===== src/rtl/flash_audio_reader.sv =====
// Avalon-MM burst-read master: fetches 32-bit audio words from flash into a small FIFO
// and streams them out as 16-bit PCM samples, low half first.
module flash_audio_reader #(
    parameter int ADDR_W     = 18,
    parameter int BURST_LEN  = 8,
    parameter int FIFO_DEPTH = 16
) (
    input  logic              clk_clk,
    input  logic              reset_reset_n,
    input  logic              start,
    input  logic              abort,
    input  logic [ADDR_W-1:0] start_addr,
    input  logic [ADDR_W-1:0] length,
    output logic              busy,
    output logic              done,
    output logic [ADDR_W-1:0] avm_address,
    output logic              avm_read,
    output logic [3:0]        avm_burstcount,
    input  logic [31:0]       avm_readdata,
    input  logic              avm_waitrequest,
    input  logic              avm_readdatavalid,
    output logic [15:0]       sample_data,
    output logic              sample_valid,
    input  logic              sample_ready
);
    localparam int PW = $clog2(FIFO_DEPTH);
    localparam int CW = PW + 1;

    typedef enum logic [1:0] {IDLE, REQ, WAIT_DATA, FLUSH} state_t;

    state_t            state;
    logic [ADDR_W-1:0] next_addr;
    logic [ADDR_W-1:0] remaining;
    logic [3:0]        beats;
    logic [31:0]       mem [FIFO_DEPTH];
    logic [PW-1:0]     wptr, rptr;
    logic [CW-1:0]     count;
    logic              half;

    logic        abort_now, wr, hs, pop, last_word;
    logic [31:0] head, free_w, want_w;

    assign abort_now    = abort && (state != IDLE);
    assign wr           = (state == WAIT_DATA) && (beats != '0) && avm_readdatavalid && !abort;
    assign sample_valid = (count != '0);
    assign hs           = sample_valid && sample_ready;
    assign pop          = hs && half;
    assign head         = mem[rptr];
    assign sample_data  = !sample_valid ? 16'h0 : (half ? head[31:16] : head[15:0]);
    assign free_w       = 32'(FIFO_DEPTH) - 32'(count);
    assign want_w       = (32'(remaining) < 32'(BURST_LEN)) ? 32'(remaining) : 32'(BURST_LEN);
    // Final pop of the final word: nothing left to fetch and nothing in flight.
    assign last_word    = (state == WAIT_DATA) && (beats == '0) && (remaining == '0)
                          && pop && (count == CW'(1));

    always_ff @(posedge clk_clk) begin
        if (wr) mem[wptr] <= avm_readdata;
    end

    always_ff @(posedge clk_clk or negedge reset_reset_n) begin
        if (!reset_reset_n) begin
            state          <= IDLE;
            next_addr      <= '0;
            remaining      <= '0;
            beats          <= '0;
            wptr           <= '0;
            rptr           <= '0;
            count          <= '0;
            half           <= 1'b0;
            busy           <= 1'b0;
            done           <= 1'b0;
            avm_read       <= 1'b0;
            avm_address    <= '0;
            avm_burstcount <= '0;
        end else begin
            done <= 1'b0;
            if (abort_now) begin
                wptr  <= '0;
                rptr  <= '0;
                count <= '0;
                half  <= 1'b0;
            end else begin
                if (wr)  wptr <= wptr + PW'(1);
                if (pop) rptr <= rptr + PW'(1);
                if (hs)  half <= ~half;
                count <= count + CW'(wr) - CW'(pop);
            end

            case (state)
                IDLE: begin
                    if (start && !abort) begin
                        if (length != '0) begin
                            next_addr <= start_addr;
                            remaining <= length;
                            busy      <= 1'b1;
                            state     <= REQ;
                        end else begin
                            done <= 1'b1;
                        end
                    end
                end
                REQ: begin
                    if (abort) begin
                        avm_read <= 1'b0;
                        // An accepted burst still owes its beats; they must be drained.
                        if (avm_read && !avm_waitrequest) begin
                            beats <= avm_burstcount;
                            state <= FLUSH;
                        end else begin
                            busy  <= 1'b0;
                            state <= IDLE;
                        end
                    end else if (avm_read) begin
                        if (!avm_waitrequest) begin
                            avm_read  <= 1'b0;
                            next_addr <= next_addr + ADDR_W'(avm_burstcount);
                            remaining <= remaining - ADDR_W'(avm_burstcount);
                            beats     <= avm_burstcount;
                            state     <= WAIT_DATA;
                        end
                    end else if (free_w >= want_w) begin
                        avm_read       <= 1'b1;
                        avm_address    <= next_addr;
                        avm_burstcount <= want_w[3:0];
                    end
                end
                WAIT_DATA: begin
                    if (abort) begin
                        if (beats == '0 || (beats == 4'd1 && avm_readdatavalid)) begin
                            busy  <= 1'b0;
                            state <= IDLE;
                        end else begin
                            beats <= beats - (avm_readdatavalid ? 4'd1 : 4'd0);
                            state <= FLUSH;
                        end
                    end else if (beats != '0) begin
                        if (avm_readdatavalid) begin
                            beats <= beats - 4'd1;
                            if (beats == 4'd1 && remaining != '0) state <= REQ;
                        end
                    end else if (last_word) begin
                        done  <= 1'b1;
                        busy  <= 1'b0;
                        state <= IDLE;
                    end
                end
                FLUSH: begin
                    if (avm_readdatavalid) begin
                        beats <= beats - 4'd1;
                        if (beats == 4'd1) begin
                            busy  <= 1'b0;
                            state <= IDLE;
                        end
                    end
                end
                default: state <= IDLE;
            endcase
        end
    end
endmodule


===== config.mk =====
export PLATFORM = sky130hd
export DESIGN_NAME = flash_audio_reader
export DESIGN_NICKNAME = d
export VERILOG_FILES = /design/src/rtl/flash_audio_reader.sv
export SDC_FILE = /design/constraint.sdc
export NUM_CORES = 1
export LEC_CHECK = 0
export CORE_MARGIN = 10
export CORE_UTILIZATION = 45
export DETAILED_ROUTE_END_ITERATION = 12
export GPL_ROUTABILITY_DRIVEN = 0
export GPL_TIMING_DRIVEN = 0
export SLEW_MARGIN = 10
export SYNTH_ARGS = -nofsm -noshare
export SYNTH_HDL_FRONTEND = slang
export SYNTH_SLANG_ARGS = --single-unit

===== constraint.sdc =====
create_clock -name clk_clk -period 4 [get_ports clk_clk]
set_input_delay 1.2 -clock clk_clk [delete_from_list [all_inputs] [get_ports clk_clk]]
set_output_delay 1.2 -clock clk_clk [all_outputs]
set_load 0.02 [all_outputs]

==> run summary <==
DR vias -> 13500
CTS Sinks -> 593
Vias/cell -> 5.88
I/O pins -> 117
grt total ovfl -> 0
Net Switching -> 5.75 mW
Comb pwr share -> 31.2%
Worst VDD drop -> 0.391 mV
status -> finished, violations left
Startpoint Class -> flip-flop
Remaining DRCs -> 0
CP arrival -> 3110 ps
count of final hold-check violations -> 0
Post-synth EDFFs -> 512
Syn Inst Count -> 1329
commonest non-fill, non-tap cells in the layout -> edfxtp_1 (512), mux4_2 (160), clkdlybuf4s50_1 (99)
Die W -> 255 microns
Seq/Total Area, Yosys -> 70.3%
Crit. End Element -> output pin
Worst-Skew Late Latency -> 660 ps
switching part of the total -> 31.4%
gr usage total -> 19.8%
P_leak -> 9.87 nW
relative slew slack -> 50.0%
num rows -> 85
maximum operating frequency -> 232 MHz
worst setup margin -> -306 ps
RSZ-0062 raised after global routing -> yes
final setup fails -> 16
Hold Path Class -> primary input to asynchronous set/reset pin
WL/cell -> 28.0 microns
PortBufs -> 116
Initial Util -> 45.7%
CP Class -> flip-flop to output pin
layout cells sized above 1 -> 24.7%
Worst R2R Path Depth -> 12
Slowest cell on crit path -> dfrtp_2
synth warn -> 0
Worst EP required -> 2800 ps
Area growth syn-to-layout -> 20.4%
# Max-Cap Violations -> 0
PwrDens -> 614 nW/um^2
antenna diode count -> 0
initial antenna violation count -> 0
first-pass GRT wire length -> 93500 microns
Critical Path Max Stage Delay -> 520 ps
vias in the first global route -> 13800
Internal -> 12.6 mW
H-tree levels -> 2
CTS max path bufs -> 3
Worst-path clk slew -> 60 ps
dpl hpwl -> 40200 microns
top post-synthesis cells by area -> edfxtp_1 (62%), mux4_2 (15%), dfrtp_1 (8.2%)
Final #Nets -> 1681
cts bufs inserted -> 60
worst-margin pin slew -> 750 ps
area leader, netlist -> edfxtp_1
Synth async-reset ratio -> 13.7%
Final min period -> 4310 ps
fin util -> 55.1%
most common cell after layout, fill and taps aside -> edfxtp_1
Tcrit/Tclk final -> 108%
critical-path maximum fanout -> 7
Pins Over Slew Limit -> 0
Mapped Avg Cell Area -> 18.6 sq um
failing checks -> negative setup slack
Fin Clk Skew -> 42.0 ps
total iterations of the first detailed-routing run -> 5
clock group share of total power -> 28.1%
Netlist Area Pre-Place -> 24800 sq um
core area -> 54100 sq um
sequential power share -> 40.6%
Seq cells post-synth -> 593
crit-path cells -> clkbuf_16 > buf_6 > clkbuf_16 > mux4_2 > mux4_2 > a22o_4 > buf_6
Final ANT Viol Nets -> 0
Die Y -> 255 microns
drt initial violations -> 1293
Yosys top cell area share -> 62.1%
CTS tree -> done
final WL -> 64500 microns
CTS root buf -> clkbuf_16
Tot Pwr -> 18.3 mW
Primary FF master, synth -> edfxtp_1
Hold-fix buffers, CTS -> 0
Die Area -> 64800 sq um
largest net degree at the start of global routing -> 55
Unique masters post-synth -> 63
## power by group through the flow
stage / clock (mW) / combinational (mW) / sequential, mW
floorplan: 0 / 3.20 / 7.55
global placement: 0 / 5.01 / 7.53
detailed placement: 0 / 5.08 / 7.53
global route: 5.48 / 6.14 / 7.47
CTS: 5.24 / 5.66 / 7.42
finish: 5.15 / 5.72 / 7.43
## layout make-up
type                       count  area (sq um)
buffer                        68           711
clock buffer                  74          1550
clock inverter                36           224
fill                        4182         24300
inverter                      29           109
multi-input combinational    648          7020
sequential                   593         17400
tap                          696           871
timing repair buffer         159          1920
## per-layer routing
metal / wire (microns) / global-route usage [%] / vias to the layer above
met1: 26900 / 26.6 / 7138
met2: 32100 / 33.0 / 461
met4: 1340 / 5.68 / 0
li1: - / - / 5861
met5: 0 / 0 / -
met3: 4120 / 3.40 / 81
## sequential cells by signal, indices dropped and copies added, names as in the netlist
name            count
wptr                4
mem               512
remaining          18
rptr                4
avm_burstcount      4
done                1
next_addr          18
beats               4
avm_address        18
state               2
busy                1
avm_read            1
half                1
count               5
## what timing repair did
item,in CTS,in global routing
pin swaps,12,6
gates resized for setup,210,30
setup buffers,12,9
cloned,8,1
endpoints found under the setup margin,32,46
## worst paths after layout
path,from,end,slack (ps)
max,rptr[0],sample_data[12],-310
min,reset_reset_n,beats[1],500
max reg2reg,remaining[5],avm_address[10],130
min reg2reg,avm_address[11],avm_address[11],500
max in group asynchronous,reset_reset_n,next_addr[17],2870
min in group clk_clk,avm_address[11],avm_address[11],500
## worst max-delay path: cells and delay by family, from the launching register on
kind / cells / cell delay [ps]
AO/OA/AOI/OAI: 1 / 270
buffers and inverters: 4 / 680
flip-flops: 1 / 520
multiplexers: 2 / 1000
## Yosys cell counts (all sizes together), types with 6 or more instances
library cell  count
edfxtp          512
mux4            160
dfrtp            81
a21oi            54
clkbuf           51
nand2            48
nor2             48
ha               44
o21ai            42
inv              29
and2             22
mux2             19
a22o             17
nor2b            17
buf              16
nand3            16
nor3             14
a2bb2oi          11
a211oi            9
nand2b            8
nor4              7
o211ai            7
o22ai             7
xor2              7
a32oi             6
nand4             6
o2bb2ai           6
## metrics by stage
step	hold slack (ps)	worst slack, ps	cells	cell area, sq um	TNS [ps]
floorplan	470	477	1340	24800	0
global placement	497	-1460	2152	26800	-776370
detailed placement	494	-830	2169	27200	-94170
CTS	500	-333	2297	29700	-4280
global route	524	-345	2303	29800	-4780
finish	502	-306	2303	29800	-4120
## logic make-up after synthesis
kind of cell,count (synthesis),synth area share [%]
flops,593,70.3
simple gates,214,4.54
mux,184,15.6
compound gates,181,4.83
buf+inv,99,1.89
fa+ha+maj,47,2.47
xor+xnor,10,0.354
other cells,1,0.0151
Power figures use the tool's default switching activity.
